<file path="config.mk">
export PLATFORM = sky130hd
export DESIGN_NAME = idct8_serial_stage
export DESIGN_NICKNAME = d
export VERILOG_FILES = /design/src/rtl/idct8_serial_stage.sv
export SDC_FILE = /design/constraint.sdc
export NUM_CORES = 2
export LEC_CHECK = 0
export BUFFER_PORTS_ARGS = -buffer_cell sky130_fd_sc_hd__buf_2
export CAP_MARGIN = 10
export CORE_MARGIN = 2
export CORE_UTILIZATION = 70
export CTS_CLUSTER_SIZE = 20
export DETAILED_ROUTE_END_ITERATION = 8
export PLACE_DENSITY = 0.88
export SYNTH_ARGS = -nofsm -noshare
export SYNTH_HDL_FRONTEND = slang
export SYNTH_SLANG_ARGS = --single-unit
</file>
<file path="constraint.sdc">
create_clock -name clk -period 144.3 [get_ports clk]
set_input_delay 21.645 -clock clk [delete_from_list [all_inputs] [get_ports clk]]
set_output_delay 21.645 -clock clk [all_outputs]
set_load 0.005 [all_outputs]
</file>
<file path="src/rtl/idct8_serial_stage.sv">
// Serial 8-point 1-D inverse DCT stage: loads 8 coefficients, runs a 3-cycle
// Q8 butterfly pipeline with round-half-away and saturation, then streams 8 samples.
module idct8_serial_stage #(
  parameter int IN_W      = 12,
  parameter int OUT_W     = 9,
  parameter int OUT_SHIFT = 0
) (
  input  logic                    clk,
  input  logic                    rst,
  input  logic signed [IN_W-1:0]  in_data,
  input  logic                    in_valid,
  output logic                    in_ready,
  output logic signed [OUT_W-1:0] out_data,
  output logic                    out_valid,
  input  logic                    out_ready,
  output logic                    out_last,
  output logic                    busy
);

  localparam int SW = IN_W + 12;
  localparam int SH = 9 + OUT_SHIFT;
  localparam logic signed [SW-1:0] C1 = SW'(251);
  localparam logic signed [SW-1:0] C2 = SW'(237);
  localparam logic signed [SW-1:0] C3 = SW'(213);
  localparam logic signed [SW-1:0] C4 = SW'(181);
  localparam logic signed [SW-1:0] C5 = SW'(142);
  localparam logic signed [SW-1:0] C6 = SW'(98);
  localparam logic signed [SW-1:0] C7 = SW'(50);
  localparam logic [SW:0] HALF    = (SW+1)'(1) << (SH - 1);
  localparam logic [SW:0] POS_MAX = (SW+1)'((1 << (OUT_W - 1)) - 1);
  localparam logic [SW:0] NEG_MAG = (SW+1)'(1 << (OUT_W - 1));

  typedef enum logic [1:0] {LOAD, CALC, OUT} state_t;

  state_t      state_q, state_d;
  logic [2:0]  cnt_q, cnt_d;
  logic [2:0]  ocnt_q, ocnt_d;
  logic [1:0]  ccnt_q, ccnt_d;
  logic        in_xfer, out_xfer;

  logic signed [IN_W-1:0]  coef_q [8];
  logic signed [SW-1:0]    fx     [8];
  logic signed [SW-1:0]    ev_d   [6];
  logic signed [SW-1:0]    ev_q   [6];
  logic signed [SW-1:0]    od_d   [4][4];
  logic signed [SW-1:0]    od_q   [4][4];
  logic signed [SW-1:0]    e      [4];
  logic signed [SW-1:0]    o      [4];
  logic signed [SW-1:0]    s_d    [8];
  logic signed [SW-1:0]    s_q    [8];
  logic signed [OUT_W-1:0] y_d    [8];
  logic signed [OUT_W-1:0] y_q    [8];

  function automatic logic signed [OUT_W-1:0] round_sat(input logic signed [SW-1:0] s);
    logic [SW-1:0] mag;
    logic [SW:0]   q;
    mag = s[SW-1] ? SW'(-s) : SW'(s);
    q   = ({1'b0, mag} + HALF) >> SH;
    if (!s[SW-1])
      round_sat = (q > POS_MAX) ? {1'b0, {(OUT_W-1){1'b1}}} : OUT_W'(q);
    else
      round_sat = (q > NEG_MAG) ? {1'b1, {(OUT_W-1){1'b0}}} : OUT_W'(-q);
  endfunction

  assign in_xfer  = in_valid & in_ready;
  assign out_xfer = out_valid & out_ready;

  always_ff @(posedge clk or posedge rst) begin
    if (rst) begin
      state_q <= LOAD;
      cnt_q   <= '0;
      ocnt_q  <= '0;
      ccnt_q  <= '0;
    end else begin
      state_q <= state_d;
      cnt_q   <= cnt_d;
      ocnt_q  <= ocnt_d;
      ccnt_q  <= ccnt_d;
    end
  end

  always_comb begin
    state_d = state_q;
    cnt_d   = cnt_q;
    ocnt_d  = ocnt_q;
    ccnt_d  = ccnt_q;
    case (state_q)
      LOAD: if (in_xfer) begin
        cnt_d  = cnt_q + 3'd1;
        ccnt_d = '0;
        if (cnt_q == 3'd7) state_d = CALC;
      end
      CALC: begin
        ccnt_d = ccnt_q + 2'd1;
        if (ccnt_q == 2'd2) begin
          state_d = OUT;
          ccnt_d  = '0;
          ocnt_d  = '0;
        end
      end
      OUT: if (out_xfer) begin
        ocnt_d = ocnt_q + 3'd1;
        if (ocnt_q == 3'd7) state_d = LOAD;
      end
      default: state_d = LOAD;
    endcase
  end

  always_comb begin
    in_ready  = (state_q == LOAD);
    out_valid = (state_q == OUT);
    out_last  = (state_q == OUT) && (ocnt_q == 3'd7);
    out_data  = (state_q == OUT) ? y_q[ocnt_q] : '0;
    busy      = !((state_q == LOAD) && (cnt_q == 3'd0));
  end

  // Stage 1 products, stage 2 even/odd butterfly, stage 3 rounding.
  always_comb begin
    for (int unsigned j = 0; j < 8; j++) fx[j] = SW'(coef_q[j]);
    ev_d[0] = C4 * (fx[0] + fx[4]);
    ev_d[1] = C4 * (fx[0] - fx[4]);
    ev_d[2] = C2 * fx[2];
    ev_d[3] = C6 * fx[2];
    ev_d[4] = C2 * fx[6];
    ev_d[5] = C6 * fx[6];
    for (int unsigned j = 0; j < 4; j++) begin
      od_d[j][0] = C1 * fx[2*j+1];
      od_d[j][1] = C3 * fx[2*j+1];
      od_d[j][2] = C5 * fx[2*j+1];
      od_d[j][3] = C7 * fx[2*j+1];
    end
    e[0] = ev_q[0] + ev_q[2] + ev_q[5];
    e[1] = ev_q[1] + ev_q[3] - ev_q[4];
    e[2] = ev_q[1] - ev_q[3] + ev_q[4];
    e[3] = ev_q[0] - ev_q[2] - ev_q[5];
    o[0] = od_q[0][0] + od_q[1][1] + od_q[2][2] + od_q[3][3];
    o[1] = od_q[0][1] - od_q[1][3] - od_q[2][0] - od_q[3][2];
    o[2] = od_q[0][2] - od_q[1][0] + od_q[2][3] + od_q[3][1];
    o[3] = od_q[0][3] - od_q[1][2] + od_q[2][1] - od_q[3][0];
    for (int unsigned x = 0; x < 4; x++) begin
      s_d[x]     = e[x] + o[x];
      s_d[7 - x] = e[x] - o[x];
    end
    for (int unsigned x = 0; x < 8; x++) y_d[x] = round_sat(s_q[x]);
  end

  always_ff @(posedge clk) begin
    if (in_xfer) coef_q[cnt_q] <= in_data;
    if (state_q == CALC) begin
      if (ccnt_q == 2'd0) begin
        ev_q <= ev_d;
        od_q <= od_d;
      end else if (ccnt_q == 2'd1) begin
        s_q <= s_d;
      end else begin
        y_q <= y_d;
      end
    end
  end

endmodule

</file>
* Yosys cells after proc, flatten, opt, wreduce, memory -nomap -nowiden
Memory sizes are Yosys's and may differ from the RTL's. Index checks and enable logic that the tools add are counted.
Cells by class: add/sub/neg operators 57, multiply operators 22, div/mod/pow operators 0, magnitude comparators 17, eq/ne operators 11, shift operators 0, multiplexer cells 50, bitwise gates (word level) 5, reduce and logical (&&, ||, !) cells 15
Operator list (number):
- $add A24 B24 Y24 | 14
- $sub A24 B24 Y24 | 14
- $mux W9 | 27
- $mul A9 B12 Y21 const A | 10
- $add A24 B9 Y25 const B | 8
- $mux W24 | 8
- $neg A24 Y24 | 8
- $gt A16 B8 Y1 const B | 8
- $gt A16 B9 Y1 const B | 8
- $mul A8 B12 Y20 const A | 4
- $mul A6 B12 Y18 const A | 4
- $neg A9 Y9 | 8
- $mul A9 B13 Y22 const A | 2
- $mul A7 B12 Y19 const A | 2
- $bmux W9 S3 | 1
- $mux W2 | 7
- $add A12 B12 Y13 | 1
- $sub A12 B12 Y13 | 1
- $reduce_and A3 Y1 | 3
- $ne A2 B1 Y1 const B | 4
- $add A3 B1 Y3 const B | 2
- $eq A3 B3 Y1 const B | 2
- $mux W3 | 2
- $pmux W2 S3 | 1
- 18 further kinds | 28
Storage, ports and cells: bits in registers 792, bits in latches 0, memory bits (writable) 96, memory bits (read-only) 0, bits of input ports 16, output and inout port bits 13, word-level logic and storage cells 220, memories kept 1
Memories:
- coef_q | words 8, bits a word 12, rd ports 8, clocked after memory_dff 0, wr ports 1, line 41 | logic signed [IN_W-1:0] coef_q [8];

* Longest topological paths before layout
word-level depth 6, mapped depth 31, depth with buffers taken out 31

* Worst setup path after synthesis
Ideal clock, no wire load.
path kind reg-to-reg, start register state_q[0], end register ev_q[100] (netlist bit), enable pin, setup time 2.372 ns, data arrival time 43.275 ns, path slack 98.653 ns, stages on the path, launching flop included 2, buffers on the path 0, period minus slack after synthesis 45.647 ns, cells stage by stage dfrtp_1 > nor4b_1
Between the ends: cells in the longest elaborated chain, start to end 2
Ends and longest elaborated chain:
- start: declaration | line 35 | state_t state_q, state_d;
- start signal: assignment | line 75 | state_q <= state_d;
- $eq A2 B1 Y1 | line 149 | if (state_q == CALC) begin
- $reduce_and A2 Y1 (no line)
- end signal: assignment | line 151 | ev_q <= ev_d;
- end: declaration | line 44 | logic signed [SW-1:0] ev_q [6];
Every way passes these cells. A chain may end at the register's enable or synchronous reset.

* Worst setup path in the final report
start register ocnt_q[1], end output out_data[8]
Between the ends: cells in the longest elaborated chain, start to end 5
Ends and longest elaborated chain:
- start: declaration | line 37 | logic [2:0] ocnt_q, ocnt_d;
- start signal: assignment | line 77 | ocnt_q <= ocnt_d;
- $not A3 Y4 (implied by the code) | line 113 | out_data = (state_q == OUT) ? y_q[ocnt_q] : '0;
- $bmux W9 S3 | line 113
- $mux W9 (implied by the code) (2 in a row) | line 113
- $mux W9 | line 113
- end: declaration | line 13 | output logic signed [OUT_W-1:0] out_data,
Every way passes these cells. The select of a mux whose other input is x is not followed.

==> flow_metrics.py <==
metrics = {
    "detailed_routing": {
        "drtPass1Iterations": 8,
        "drc": 0,
        "wl_met1_microns": 95900,
        "drt_wl_total_microns": 259000,
        "ant_nets": 0,
        "routedWlPerCell_microns": 22.8,
        "via_per_inst": 6.09,
        "wl_met2_microns": 117000,
        "vias": 69200,
        "initialDrtViolationCount": 6212,
        "topRoutingLayerUsed": "met5",
        "dr_wl_met3_microns": 19200,
    },
    "sta": {
        "finalHoldViolCount": 0,
        "drv_slew": 0,
        "tns_ns": 0,
        "grt_setup_unrepaired": "false",
        "fmax_ghz": 0.0415,
        "tightest_slew_ns": 1.32,
        "period_share_pct": 16.7,
        "relSlewSlack_pct": 11.7,
        "final.setup_skew_ns": 0.0409,
        "fin_crit_ns": 24.11,
        "setup_viol": 0,
    },
    "critical_path": {
        "crit_fanout": 20,
        "crit_type": "reg -> out",
        "start_kind": "flip-flop",
        "path_cells": "mux4_2 -> nand2_1 -> a21oi_1 -> buf_2",
        "reg2regPathDepth": 27,
        "critPathMaxStageDelay_ns": 0.90,
        "crit_arrival_ns": 2.46,
        "worst_path_max_delay_cell": "dfrtp_1",
        "cp.required_ns": 122.65,
        "cp-end-kind": "output pin",
    },
    "yosys": {
        "synth.distinct_cells": 110,
        "synth_edf_count": 775,
        "ys_seq_area_share_pct": 25.3,
        "synth_warnings": 0,
        "synth-seq-cells": 785,
        "synth_top_flop_cell": "edfxtp_1",
        "netlist_area_sq_um": 93100,
        "synth_nets": 11700,
        "async_flop_share_pct": 1.27,
        "syn_avg_cell_area_sq_um": 9.76,
        "syn_inst": 9531,
    },
    "cts": {
        "clkLatencyLatePin_ns": 0.73,
        "postCtsHoldBufs": 0,
        "cts_num_sinks": 785,
        "path_clk_slew_ns": 0.06,
        "cts_max_path_buffers": 3,
        "root_buffer": "clkbuf_16",
        "post-cts-setup-buffer-count": 0,
        "cts-htree-levels": 3,
        "post_cts_resized": 0,
        "cts_buffers": 90,
        "cts_tree": "done",
    },
    "cells_and_area": {
        "area_delta_synth_final_pct": 5.38,
        "layout_common_cells": "inv_1 (2,027), ha_1 (1,314), fa_1 (859)",
        "layout_commonest_cell": "inv_1",
        "finalNetCount": 11700,
        "final_cells": 11400,
        "fillers": 9088,
        "layout-drive-gt1-share_pct": 3.54,
    },
    "placed_design": {
        "gp_congestion": 1.02,
        "dp_hpwl_microns": 215000,
        "port_buffers": 28,
        "place_inst": 11200,
    },
    "global_route": {
        "track_usage_pct": 38.5,
        "grt_pass1_vias": 70200,
        "antenna_found_initial": 12,
        "grt_pass1_wl_microns": 396000,
        "grt_max_degree": 190,
        "global_route.overflow_total": 0,
    },
    "floorplanning": {
        "fp.dieW_microns": 369,
        "num_io_pins": 29,
        "core_sq_um": 132000,
        "dieArea_sq_um": 136000,
        "row_count": 133,
        "die_h_microns": 369,
        "start_util_pct": 70.6,
    },
    "hold_path": {
        "hold_depth": 1,
        "hp-class": "reg -> reg",
    },
    "run_status": {
        "status": "complete, no violations",
    },
    "run": {
        "drv_cap": 0,
    },
}
==> layer usage <==
layer  up-vias  track usage [%]
met5         -                0
met4         8             32.9
met3       863             5.99
met2      2857             61.0
met1     33700             46.3
li1      31800                -
==> cell families (layout without fill, tap and decap cells) <==
logic type,after synthesis,in the layout,synth area share (%)
xor+xnor,764,764,7.20
buf+inv,2193,2265,8.92
mux,61,61,0.930
other cells,0,7,0
compound gates,1651,1651,11.4
flops,785,785,25.3
simple gates,1903,1903,10.1
fa+ha+maj,2174,2174,36.2
==> worst paths after layout <==
check / from / endpoint / slack (ns)
min in group asynchronous: rst / cnt_q[2]$_DFFE_PP0P_ / 21.21
worst max register to register: coef_q[4][0]$_DFFE_PP_ / ev_q[116]$_DFFE_PP_ / 136.92
worst min register to register: ccnt_q[1]$_DFFE_PP0P_ / state_q[0]$_DFFE_PP0P_ / 0.58
worst max-delay path: ocnt_q[1]$_DFFE_PP0P_ / out_data[8] / 120.19
max in group asynchronous: rst / cnt_q[1]$_DFFE_PP0P_ / 122.51
worst min-delay path: ccnt_q[1]$_DFFE_PP0P_ / state_q[0]$_DFFE_PP0P_ / 0.58
==> cell usage after synthesis (all sizes together) (30+ instances only) <==
| cell type | instances | area share [%] |
|---|---|---|
| and2 | 37 | 0.25 |
| xnor2 | 589 | 5.6 |
| a21oi | 519 | 2.8 |
| nor3 | 186 | 1.0 |
| nand2b | 110 | 0.74 |
| nand3 | 140 | 0.75 |
| clkbuf | 132 | 0.55 |
| and3 | 63 | 0.42 |
| nand4 | 36 | 0.24 |
| o211ai | 40 | 0.33 |
| fa | 859 | 18 |
| or4 | 30 | 0.25 |
| xor2 | 175 | 1.6 |
| o21a | 77 | 0.62 |
| or2 | 45 | 0.30 |
| ha | 1314 | 18 |
| nor2 | 555 | 2.2 |
| nor2b | 92 | 0.62 |
| or3 | 77 | 0.52 |
| nand2 | 402 | 1.6 |
| nor4 | 49 | 0.38 |
| edfxtp | 775 | 25 |
| a31oi | 53 | 0.36 |
| o21ai | 338 | 1.8 |
| o41ai | 44 | 0.42 |
| inv | 2028 | 8.2 |
| a21o | 110 | 0.90 |
| a21boi | 50 | 0.40 |
| o22ai | 39 | 0.26 |
| o21bai | 83 | 0.67 |
==> flip-flops by register name (all words and copies together) (netlist names), 3 cells and up <==
signal	flops
ocnt_q	3
coef_q	96
y_q	72
cnt_q	3
ev_q	119
od_q	300
s_q	188
==> through the flow <==
| stage | hold slack [ns] | instance area [sq um] | setup slack, ns | util, % |
|---|---|---|---|---|
| final | 0.585 | 98100 | 120.19 | 74.4 |
| after global routing | 0.622 | 98100 | 120.06 | 74.4 |
| after CTS | 0.584 | 98100 | 120.15 | 74.4 |
| after detailed placement | 0.569 | 95100 | 120.55 | 72.1 |
| after global placement | 0.555 | 95100 | 120.64 | 72.1 |
| after floorplan | 0.490 | 93100 | 98.65 | - |
==> layout make-up <==
cell class | count | area (sq um) | area share [%]
repair buffers | 65 | 443 | 0.452
flip-flops and latches | 785 | 23500 | 24.0
clock inverters | 61 | 663 | 0.676
multi-input cells | 6553 | 61300 | 62.5
inverters | 2035 | 7640 | 7.79
diodes | 7 | 17.5 | 0.0179
clock buffers | 104 | 2330 | 2.37
well taps | 1755 | 2200 | 2.24
==> critical path: cells and delay by family, from the launching register on <==
| family | cells | cell delay (ns) |
|---|---|---|
| flip-flops | 1 | 0.90 |
| multiplexers | 1 | 0.38 |
| AO/OA/AOI/OAI | 1 | 0.23 |
| buffers and inverters | 1 | 0.16 |
| AND/OR/NAND/NOR | 1 | 0.08 |
Power is left out: the tool's default activity adds up to more than one toggle a clock period on the data nets, which glitch-free logic cannot reach.
